[config.mk]
export PLATFORM = sky130hd
export DESIGN_NAME = pipeline_if
export DESIGN_NICKNAME = d
export VERILOG_FILES = /design/src/rtl/pipeline_if.sv
export SDC_FILE = /design/constraint.sdc
export NUM_CORES = 1
export LEC_CHECK = 0
export ABC_AREA = 1
export BUFFER_PORTS_ARGS = -buffer_cell sky130_fd_sc_hd__clkbuf_2
export CORE_MARGIN = 5
export CORE_UTILIZATION = 25
export DETAILED_ROUTE_END_ITERATION = 16
export GPL_ROUTABILITY_DRIVEN = 0
export PLACE_DENSITY = 0.44
export SYNTH_ARGS = -nofsm -noshare
export SYNTH_HDL_FRONTEND = slang
export SYNTH_SLANG_ARGS = --single-unit
[constraint.sdc]
create_clock -name clk -period 5.8 [get_ports clk]
set_input_delay 0.29 -clock clk [delete_from_list [all_inputs] [get_ports clk]]
set_output_delay 0.29 -clock clk [all_outputs]
set_load 0.01 [all_outputs]
[src/rtl/pipeline_if.sv]
// rtl/pipeline_if.sv - instruction fetch stage: PC ownership, single in-flight fetch, stall and redirect handling
module pipeline_if #(
  parameter int          ADDR_W   = 32,
  parameter int          INST_W   = 32,
  parameter logic [31:0] RESET_PC = 32'h00000000
) (
  input  logic              clk,
  input  logic              rst,
  output logic              mem_req,
  output logic [ADDR_W-1:0] mem_addr,
  input  logic              mem_ack,
  input  logic [INST_W-1:0] mem_rdata,
  input  logic              stall,
  input  logic              redirect,
  input  logic [ADDR_W-1:0] redirect_pc,
  output logic [INST_W-1:0] inst,
  output logic [ADDR_W-1:0] inst_pc,
  output logic              inst_valid
);

  typedef enum logic [1:0] {
    IDLE    = 2'd0,
    FETCH   = 2'd1,
    DISCARD = 2'd2,
    DELIVER = 2'd3
  } state_t;

  localparam logic [ADDR_W-1:0] RST_PC = ADDR_W'(RESET_PC);

  state_t            state, state_n;
  logic [ADDR_W-1:0] pc, pc_n;
  logic [ADDR_W-1:0] pend_pc, pend_pc_n;
  logic [INST_W-1:0] inst_n;
  logic [ADDR_W-1:0] inst_pc_n;
  logic              inst_valid_n;
  logic              mem_req_n;
  logic [ADDR_W-1:0] target;

  // Redirect targets are always word aligned; the low two bits are dropped.
  assign target   = redirect_pc & ~ADDR_W'(3);
  // The PC register drives the memory address directly, so it only moves
  // when no request is outstanding or when the request just completed.
  assign mem_addr = pc;

  // State register plus all registered outputs.
  always_ff @(posedge clk or posedge rst) begin
    if (rst) begin
      state      <= IDLE;
      pc         <= RST_PC;
      pend_pc    <= '0;
      mem_req    <= 1'b0;
      inst       <= '0;
      inst_pc    <= '0;
      inst_valid <= 1'b0;
    end else begin
      state      <= state_n;
      pc         <= pc_n;
      pend_pc    <= pend_pc_n;
      mem_req    <= mem_req_n;
      inst       <= inst_n;
      inst_pc    <= inst_pc_n;
      inst_valid <= inst_valid_n;
    end
  end

  // Next-state and next-output logic; mem_req follows the next state so it is
  // high exactly while in FETCH or DISCARD.
  always_comb begin
    state_n      = state;
    pc_n         = pc;
    pend_pc_n    = pend_pc;
    inst_n       = inst;
    inst_pc_n    = inst_pc;
    inst_valid_n = inst_valid;
    case (state)
      IDLE: begin
        if (redirect) pc_n = target;
        state_n = FETCH;
      end
      FETCH: begin
        if (mem_ack) begin
          if (redirect) begin
            // Returned word belongs to the squashed path; refetch at the target.
            pc_n    = target;
            state_n = FETCH;
          end else begin
            inst_n       = mem_rdata;
            inst_pc_n    = pc;
            inst_valid_n = 1'b1;
            pc_n         = pc + ADDR_W'(4);
            state_n      = DELIVER;
          end
        end else if (redirect) begin
          // Address must stay stable until the outstanding ack arrives.
          pend_pc_n = target;
          state_n   = DISCARD;
        end
      end
      DISCARD: begin
        if (redirect) pend_pc_n = target;
        if (mem_ack) begin
          pc_n    = redirect ? target : pend_pc;
          state_n = FETCH;
        end
      end
      DELIVER: begin
        if (redirect) begin
          inst_valid_n = 1'b0;
          pc_n         = target;
          state_n      = FETCH;
        end else if (!stall) begin
          inst_valid_n = 1'b0;
          state_n      = FETCH;
        end
      end
      default: state_n = IDLE;
    endcase
    mem_req_n = (state_n == FETCH) || (state_n == DISCARD);
  end

endmodule

**After elaboration in Yosys (flattened, before gate mapping)**

Cells that the tools add are included.

- $add $sub $neg: 1
- Equal/unequal tests: 11
- Multiplexer cells: 20
- Bitwise operators: 1
- Reduce and logical (&&, ||, !) cells: 9

Operator list:

| operator | count |
|---|---|
| 2-to-1 mux 32 bit | 6 |
| case mux 32 bit (3 select lines) | 1 |
| case mux 32 bit (2 select lines) | 1 |
| adder 32 x 3 -> 32 bit (second input constant) | 1 |
| 2-to-1 mux 2 bit | 6 |
| != test 2 bit (second input constant) | 4 |
| case mux 2 bit (4 select lines) | 1 |
| == test 2 bit (second input constant) | 3 |
| AND reduction 3 bit | 2 |
| == test 2 x 1 -> 1 bit (second input constant) | 2 |
| 2-to-1 mux 1 bit | 4 |
| AND reduction 4 bit | 1 |
| nonzero test 2 bit | 2 |
| != test 3 bit (second input constant) | 1 |
| zero test 2 bit | 1 |
| != test 2 x 1 -> 1 bit (second input constant) | 1 |
| case mux 1 bit (2 select lines) | 1 |
| AND reduction 2 bit | 1 |
| OR reduction 2 bit | 1 |
| logical OR 1 bit | 1 |
| inverter 1 bit | 1 |

- Flip-flop bits (word level): 132
- Output and inout port bits: 98

**Logic depth before layout (Yosys ltp)**

Gate-level depths: netlist of run 1.

- Word-level depth: 5
- Depth in mapped cells: 11

**Least setup slack after synthesis of run 1**

OpenSTA, ideal clock, no wires.

- Kind: register -> register
- From: reg state[1]
- To: reg inst_pc[17]
- Data arrival time: 1.601 ns
- Setup slack: 4.069 ns
- Cell stages (with the launch flop): 12
- Cells stage by stage: dfrtp_1 inv_1 ha_1 inv_2 nor2_4 inv_2 nor2_4 inv_2 buf_2 buf_2 nand2_1 o21ai_1

- Word-level cells in the longest chain between the ends: 2

RTL lines:

| item | line | RTL |
|---|---|---|
| start, declared | 30 | `state_t state, state_n;` |
| start signal, assigned | 56 | `state <= state_n;` |
| == test 2 x 1 -> 1 bit | 75 | `case (state)` |
| AND reduction 3 bit (no source line) | - |  |
| end signal, assigned | 61 | `inst_pc <= inst_pc_n;` |
| end, declared | 17 | `output logic [ADDR_W-1:0] inst_pc,` |

Every way passes these cells.
A chain may end at the register's enable or synchronous reset.

**Worst setup path in the final report of run 1**

- From: reg state[1]
- To: reg inst_pc[2]

Same word-level chain as after synthesis.

==> results.toml, run 1 <==
[outcome]
status = "complete, but fails checks"
violations = "hold timing"

[cts]
insertion_delay_ns = 0.42
cts_buffer_depth = 2
postCtsSetupBuffers = 0
post_cts_resized = 0
clock-sinks = 132
numCtsBuffers = 17
cts_root_buf = "clkbuf_16"
cts_hold_buf = 0
cts_tree = "yes"
cts.clk_slew.worst_paths_ns = 0.06
htreeDepth = 4

[global_route]
grtUsageTotal_pct = 14.3
grt_pass1_wl_um = 34100
antenna_found_initial = 1
grt_pass1_vias = 5821
grt_max_degree = 76
gr-total-overflow = 0

[drt]
wl_um = 21600
num_vias = 6037
dr.pass1.iters = 5
drtIter0Drc = 339
drt-vias-per-instance = 4.36
ant_nets = 0
avgRoutedWirePerCell_um = 15.6
drc = 0

[worst_setup_path]
critPathCapture = "inst_pc[2]"
r2r_start = "state[1]"
slowest_stage = "nor2_4"
worstPathMaxFanout = 75
criticalPathCategory = "reg -> reg"
worstPathArrival_ns = 4.12
r2r_setup_slack_ns = 1.96
rr_worst_depth = 10
worst_setup_path_end_kind = "register"
startpoint = "state[1]"
crit_top_cell = "inv_2"
critPathLaunchType = "register"
path_cells = "inv_1, ha_1, inv_2, nor2_4, inv_2, nor2_4, inv_2, buf_4, nand2_1, o21ai_2"
worstPathRequired_ns = 6.08
slowest_delay_ns = 0.78
worstReg2RegEnd = "inst_pc[2]"

[hold_path]
hp-class = "in -> async"

[pwr]
power_uw = 4700
swShare_pct = 41.4
seqPwrFrac_pct = 33.9
leakagePower_uw = 0.00426
powerDensity_nw_per_um2 = 556
p_sw_uw = 1950
pwr-share-comb_pct = 40.8
power.share.clock_pct = 25.3
vdd_drop_max_mv = 0.220
internal-power_uw = 2750

[yosys]
syn_inst = 882
ys.flop_type = "dfrtp_1"
synth_area_leaders = "dfrtp_1, nand2_1, o21ai_0"
syn_nets = 956
yosysTopAreaCellShare_pct = 49.1
synth.most_common_cell = "nand2_1"
synth.cells.most_frequent = "nand2_1, dfrtp_1, inv_1"
yosysUniqueCellTypes = 32
synth-edff-count = 0
synth-warning-count = 0
synth_top_cell_by_area = "dfrtp_1"
syn-cell-area_um2 = 6720
syn_avg_cell_area_um2 = 7.62
seq_area_frac_synth_pct = 49.1
async_flop_share_pct = 100
synth-seq-cells = 132

[placed_design]
hpwl_um = 15600
portBuffers = 164

[floorplan]
core_um2 = 26700
fp.dieW_um = 174
die_h_um = 174
dieArea_um2 = 30300
start_util_pct = 25.2
rows = 60
boundaryPins = 167

[cells_and_area]
diodes = 0
final_layout_size_suffix_gt1_share_pct = 21.5
fin_util_pct = 31.7
syn2layout_area_growth_pct = 25.8
nets = 1106

[sta]
fin_skew_ns = 0.0103
finalSetupViolCount = 0
fmaxAchievable_mhz = 260
min_period_ns = 3.84
rsz0062_at_grt = "no"
final.setup.tns_ns = 0
slew_headroom_pct = 33.4
finalCritPeriodShare_pct = 66.2
slew_violations = 0
tightestPinTransition_ns = 0.999
hold_violations = 5
holdWs_ns = -0.00370

[run]
cap_violations = 0
==> power by group through the flow <==
stage | registers, uW | logic, uW | clock network (uW)
floorplan | 1700 | 1100 | 0
global placement | 1610 | 1940 | 0
detailed placement | 1610 | 1950 | 0
CTS | 1600 | 1960 | 1230
global route | 1650 | 2180 | 1270
finish | 1590 | 1920 | 1190
==> cell usage in the layout, fill, tap and decap left out <==
cell type   synthesis  layout
nand2_1           312     312
clkbuf_2            0     164
dfrtp_1           132     132
inv_1              89      88
o21ai_0            77      77
nor2_1             71      70
a21oi_1            29      29
nand3_1            28      28
o21ai_1            28      28
clkbuf_16           0      17
a21boi_0            8       8
a22o_1              8       8
nand4_1             6       6
buf_4               6       6
inv_2               5       5
nor2_2              4       5
a211oi_1            5       5
a221oi_2            5       5
ha_1                5       5
clkbuf_8            0       5
nor3_1              4       4
o21ai_2             4       4
a31oi_1             4       4
a221oi_1            4       4
bufinv_16           0       4
nor2_4              3       3
a22oi_1             3       3
a32oi_1             3       3
nand2_2             2       2
o22ai_1             2       2
clkbuf_1            9       2
clkinv_2            0       2
clkinvlp_4          0       2
mux2i_1             1       1
inv_6               0       1
xor2_1              1       1
==> flip-flops by register name, summed over array words and instances (netlist names) <==
name	cells
state	2
inst_pc	32
mem_req	1
inst_valid	1
inst	32
pend_pc	32
mem_addr	32
==> how the worst min path moves through the flow <==
stage,slack (ns),start,to
2_1_floorplan,0.41,mem_rdata[0],inst[0]
3_3_place_gp,0.45,inst[18],inst[18]
3_5_place_dp,0.46,inst[31],inst[31]
4_1_cts,0.02,rst,inst[18]
5_1_grt,0.06,rst,inst[16]
6_report,-0.004,rst,inst[16]
==> area by class of cell <==
| cell class | count | area, um^2 |
|---|---|---|
| well taps | 341 | 427 |
| fillers | 2936 | 18300 |
| repair buffers | 170 | 866 |
| flip-flops and latches | 132 | 3300 |
| inverters | 94 | 358 |
| multi-input cells | 617 | 2860 |
| clock buffers | 24 | 502 |
| clock inverters | 8 | 145 |
==> stage by stage <==
step	setup WS, ns	instance area (um^2)	instances
after CTS	1.84	8460	1386
after floorplan	1.98	6720	882
after global placement	1.88	7810	1354
after global routing	1.55	8460	1386
final	1.96	8460	1386
after detailed placement	1.87	7810	1354
==> routing by layer <==
metal | part of all wire (%) | global-route usage (%) | vias to the layer above
met5 | 0.051 | 0 | -
met4 | 0.55 | 2.87 | 2
met3 | 5.9 | 4.92 | 10
met2 | 42 | 20.9 | 121
met1 | 51 | 20.6 | 2769
li1 | - | - | 3135
==> worst max-delay path, delay by kind of cell (launching register included) <==
kind / cells / cell delay, ns
adder cells (fa/ha/maj): 1 / 0.32
AO/OA/AOI/OAI: 1 / 0.06
buffers and inverters: 5 / 1.30
AND/OR/NAND/NOR: 3 / 1.52
flip-flops: 1 / 0.41
==> kinds of logic after synthesis <==
group,after synthesis,synth area share [%]
buffers and inverters,133,8.37
DFF,132,49.1
xor gates and xnor gates,1,0.130
and+or+nand+nor,430,25.4
muxes,1,0.149
adders and majority gates,5,0.930
AOI/OAI and AO/OA,180,15.9
No activity file was read; power rests on OpenSTA's default activity.
==> run 2, diff against run 1 <==
==> constraint.sdc (replaced) <==
create_clock -name clk -period 3.95 [get_ports clk]
set_input_delay 0.1975 -clock clk [delete_from_list [all_inputs] [get_ports clk]]
set_output_delay 0.1975 -clock clk [all_outputs]
set_load 0.01 [all_outputs]
==> results.toml, run 2 (synthesized netlist as in run 1, its figures left out) <==
[pwr]
powerDensity_nw_per_um2 = 764
power.share.clock_pct = 21.5
pwr-share-comb_pct = 43.1
vdd_drop_max_mv = 0.344
p_sw_uw = 2850
swShare_pct = 43.0
leakagePower_uw = 0.00435
seqPwrFrac_pct = 35.4
internal-power_uw = 3780

[worst_setup_path]
critPathLaunchType = "register"
slowest_delay_ns = 0.70
worstPathArrival_ns = 2.95
r2r_setup_slack_ns = 1.33
rr_worst_depth = 11
crit_top_cell = "inv_2"
worstPathMaxFanout = 92
criticalPathCategory = "reg -> reg"
r2r_start = "state[1]"
slowest_stage = "buf_4"
path_cells = "inv_1, ha_1, inv_2, nor2_4, buf_4, inv_2, nor2_4, inv_2, buf_4, nand2_1, o21ai_2"
crit_buf_inv = 6
worstReg2RegEnd = "inst_pc[2]"
worst_setup_path_end_kind = "register"
worstPathRequired_ns = 4.29
critPathTopFamily = "buffers and inverters"

[cts]
insertion_delay_ns = 0.42
cts_buffer_depth = 2
postCtsSetupBuffers = 0
cts_tree = "yes"
clock-sinks = 132
numCtsBuffers = 17
cts.clk_slew.worst_paths_ns = 0.06
cts_root_buf = "clkbuf_16"
htreeDepth = 4

[sta]
slew_headroom_pct = 35.0
slew_violations = 0
finalCritPeriodShare_pct = 66.3
tightestPinTransition_ns = 0.976
finalSetupViolCount = 0
rsz0062_at_grt = "no"
hold_violations = 0
fmaxAchievable_mhz = 382
fin_skew_ns = 0.0106
final.setup.tns_ns = 0
min_period_ns = 2.62

[cells_and_area]
final_common_cell = "nand2_1"
nets = 1142
final_layout_size_suffix_gt1_share_pct = 20.8
diodes = 0
layout_common_cells = "nand2_1, clkbuf_2, dfrtp_1, inv_1, o21ai_0"
finish.instance_area_um2 = 8690
syn2layout_area_growth_pct = 29.2

[placed_design]
hpwl_um = 15600
portBuffers = 164
placed_area_um2 = 7840

[drt]
num_vias = 6214
drtIter0Drc = 395
wl_um = 21800
drt-vias-per-instance = 4.38
ant_nets = 0
drc = 0
dr.pass1.iters = 5
avgRoutedWirePerCell_um = 15.4

[global_route]
grt_max_degree = 93
grtUsageMet2_pct = 20.9
gr-total-overflow = 0
antenna_found_initial = 0
top_usage_layer = "met2"
use_met3_pct = 4.72
grtUsageTotal_pct = 14.5
met1_usage_pct = 20.8
grt_pass1_wl_um = 34800
grt_pass1_vias = 5955

[hold_path]
hold_depth = 3
hp-start = "redirect_pc[3]"
hold_end = "mem_addr[3]"
hp-class = "in -> reg"

[floorplan]
start_util_pct = 25.2
fp.dieW_um = 174
core_um2 = 26700
die_h_um = 174
boundaryPins = 167
dieArea_um2 = 30300
rows = 60

[run]
cap_violations = 0

[outcome]
status = "complete, no violations"
[run 2: cell count changes in the layout (fill, tap and decap cells not counted)]
cell / previous run / this run
dlygate4sd3_1: 0 / 33
buf_4: 6 / 9
clkinv_2: 2 / 4
bufinv_16: 4 / 0
clkbuf_8: 5 / 4
clkbuf_1: 2 / 3
clkinvlp_4: 2 / 1
[run 2: area by class of cell]
type,instances,area [um^2]
clock inverters,5,27.5
clock buffers,24,492
multi-input cells,617,2860
well taps,341,427
repair buffers,206,1220
inverters,94,358
flip-flops and latches,132,3300
fillers,2889,18000
[run 2: worst register-to-register path, cell delays in order (launching register included)]
cell and delay, ns:
dfrtp_1 0.39, inv_1 0.10, ha_1 0.28, inv_2 0.15, nor2_4 0.04, buf_4 0.24, inv_2 0.21, nor2_4 0.05
inv_2 0.04, buf_4 0.70, nand2_1 0.26, o21ai_2 0.10
[run 2: metrics by stage]
step | power (uW) | instances | setup slack [ns] | utilization [%] | hold WS, ns
global route | 7200 | 1419 | 1.07 | 32.5 | 0.0581
floorplan | 4120 | 882 | 0.226 | - | 0.314
detailed placement | 5240 | 1357 | 1.34 | 29.3 | 0.402
CTS | 6740 | 1419 | 1.31 | 32.5 | 0.0297
finish | 6640 | 1419 | 1.33 | 32.5 | 0.0493
global placement | 5210 | 1357 | 1.38 | 29.3 | 0.400
[run 2: worst max-delay path by stage]
stage                         from          to  slack (ns)  cells after the start
after floorplan                rst     inst[0]        0.23                      1
after global placement    state[1]  inst_pc[5]        1.38                     11
after detailed placement  state[1]  inst_pc[2]        1.34                     11
after CTS                 state[1]  inst_pc[2]        1.31                     11
after global routing      state[1]  inst_pc[2]        1.07                     11
final                     state[1]  inst_pc[2]        1.33                     11
[run 2: layer usage]
layer / vias up / wire [um]
met5: - / 0
met2: 159 / 9180
li1: 3196 / -
met3: 21 / 1390
met4: 0 / 328
met1: 2838 / 10900
[run 2: timing repair]
action / CTS / global route
hold buffers: 33 / 0
setup endpoints to repair: 0 / 0
endpoints found under the hold margin: 61 / 0
resized for setup: 0 / 0
[run 2: power by group through the flow]
stage / clock network [uW] / logic [uW] / registers, uW
final: 1430 / 2860 / 2350
after global routing: 1540 / 3240 / 2420
after CTS: 1490 / 2910 / 2350
after detailed placement: 0 / 2870 / 2370
after global placement: 0 / 2850 / 2360
after floorplan: 0 / 1620 / 2500
==> run 3, diff against run 2 <==
==> constraint.sdc (replaced) <==
create_clock -name clk -period 2.6 [get_ports clk]
set_input_delay 0.13 -clock clk [delete_from_list [all_inputs] [get_ports clk]]
set_output_delay 0.13 -clock clk [all_outputs]
set_load 0.01 [all_outputs]
==> results.toml, run 3 (synthesized netlist as in run 1, its figures left out) <==
[worst_setup_path]
crit_buf_inv = 3
critPathLaunchType = "register"
slowest_stage = "nor2_2"
criticalPathCategory = "reg -> reg"
crit_top_cell = "inv_1"
worstPathArrival_ns = 2.47
critPathTopFamily = "simple AND/OR/NAND/NOR gates"
worst_setup_path_end_kind = "register"
startpoint = "state[1]"
r2r_start = "state[1]"
slowest_delay_ns = 0.58
path_cells = "inv_1, ha_1, nor2_2, inv_1, nand2_1, buf_12, nor2_1, a21oi_1"
worstPathRequired_ns = 2.94
worstPathMaxFanout = 62

[pwr]
internal-power_uw = 6570
power_uw = 10900
swShare_pct = 40.0
powerDensity_nw_per_um2 = 1210
pwr-share-comb_pct = 40.1
p_sw_uw = 4370
leakagePower_uw = 0.00450
seqPwrFrac_pct = 32.7
power.share.clock_pct = 27.2
vdd_drop_max_mv = 0.540

[floorplan]
boundaryPins = 167
die_h_um = 174
start_util_pct = 25.2
dieArea_um2 = 30300
fp.dieW_um = 174
rows = 60
core_um2 = 26700

[hold_path]
hp-class = "in -> reg"
hp-start = "redirect_pc[5]"

[drt]
dr.pass1.iters = 5
avgRoutedWirePerCell_um = 15.2
wl_met2_um = 9610
drtIter0Drc = 371
wl_um = 21800
num_vias = 6248
top_layer_used = "met4"
ant_nets = 0
wl_met1_um = 10400
drc = 0
dr_wl_met3_um = 1440
drt-vias-per-instance = 4.36

[sta]
holdWs_ns = 0.0495
tightestPinTransition_ns = 0.684
rsz0062_at_grt = "no"
finalCritPeriodShare_pct = 81.9
hold_violations = 0
finalSetupViolCount = 0
slew_violations = 0
slew_headroom_pct = 54.3
fin_skew_ns = 0.0125
final.setup.tns_ns = 0
min_period_ns = 2.13
fmaxAchievable_mhz = 469

[cells_and_area]
layout_common_cells = "nand2_1, clkbuf_2, dfrtp_1, inv_1, o21ai_0"
final_common_cell = "nand2_1"
nets = 1152
stdcell_count = 1433
final.fill_count = 2885
final_layout_size_suffix_gt1_share_pct = 21.4
syn2layout_area_growth_pct = 34.4

[global_route]
grt_pass1_wl_um = 35100
grtUsageTotal_pct = 14.5
antenna_found_initial = 0
grt_max_degree = 93
gr-total-overflow = 0
grt_pass1_vias = 6197

[placed_design]
place_inst = 1361
portBuffers = 164
hpwl_um = 15900

[cts]
postCtsSetupBuffers = 0
clock-sinks = 132
cts_tree = "yes"
insertion_delay_ns = 0.42
cts_buffer_depth = 2
cts_root_buf = "clkbuf_16"
numCtsBuffers = 17
htreeDepth = 4
post_cts_resized = 0
cts.clk_slew.worst_paths_ns = 0.07

[outcome]
status = "complete, no violations"

[run]
cap_violations = 0
## run 3: changes by cell type in the layout (fill, tap and decap cells not counted), sizes merged
cell	change
buf	+4
clkinv	-3
diode	+1
clkinvlp	+2
clkbuf	-4
bufinv	+8
dlygate4sd3	+6
## run 3: final cells by class
cell class	instances	area [um^2]	share of cell area [%]
sequential	132	3300	36.5
multi-input combinational	617	2860	31.6
timing repair buffer	216	1360	15.0
clock buffer	20	457	5.05
tap	341	427	4.72
inverter	94	357	3.95
clock inverter	12	273	3.02
antenna	1	2.50	0.0277
## run 3: per-layer routing
layer  track usage (%)  vias to the layer above
met3              3.98                       16
met1              19.9                     2842
met5                 0                        -
met2              22.0                      169
li1                  -                     3221
met4              4.98                        0
## run 3: power by group through the flow
| stage | Sequential, uW | Clock (uW) | Combinational, uW |
|---|---|---|---|
| CTS | 3580 | 3060 | 4480 |
| global placement | 3580 | 0 | 4380 |
| detailed placement | 3610 | 0 | 4420 |
| global route | 3700 | 3140 | 4980 |
| floorplan | 3800 | 0 | 2460 |
| finish | 3570 | 2980 | 4390 |
## run 3: final timing paths
check	end	slack, ns	cells past startpoint
setup / recovery	pend_pc[26]	0.47	8
hold / removal	mem_addr[5]	0.05	3
setup reg to reg	pend_pc[26]	0.47	8
hold reg to reg	inst[6]	0.47	2
max in group asynchronous	mem_addr[25]	1.50	4
min in group asynchronous	inst[20]	0.35	3
## run 3: worst min-delay path, cell delays in order
cell and delay (ns):
clkbuf_2 0.09, nand2_1 0.09, a32oi_1 0.10
## run 3: timing repair
| action | 4_1_cts | 5_1_grt |
|---|---|---|
| endpoints found under the hold margin | 63 | 0 |
| hold buffers | 39 | 0 |
| setup endpoints to repair | 0 | 0 |
## run 3: stage by stage
step	worst slack (ns)	area (um^2)	utilization, %
finish	0.470	9040	33.8
global route	0.285	9030	33.8
CTS	0.489	9030	33.8
detailed placement	0.518	7920	29.6
global placement	0.521	7920	29.6
floorplan	0.833	6730	-
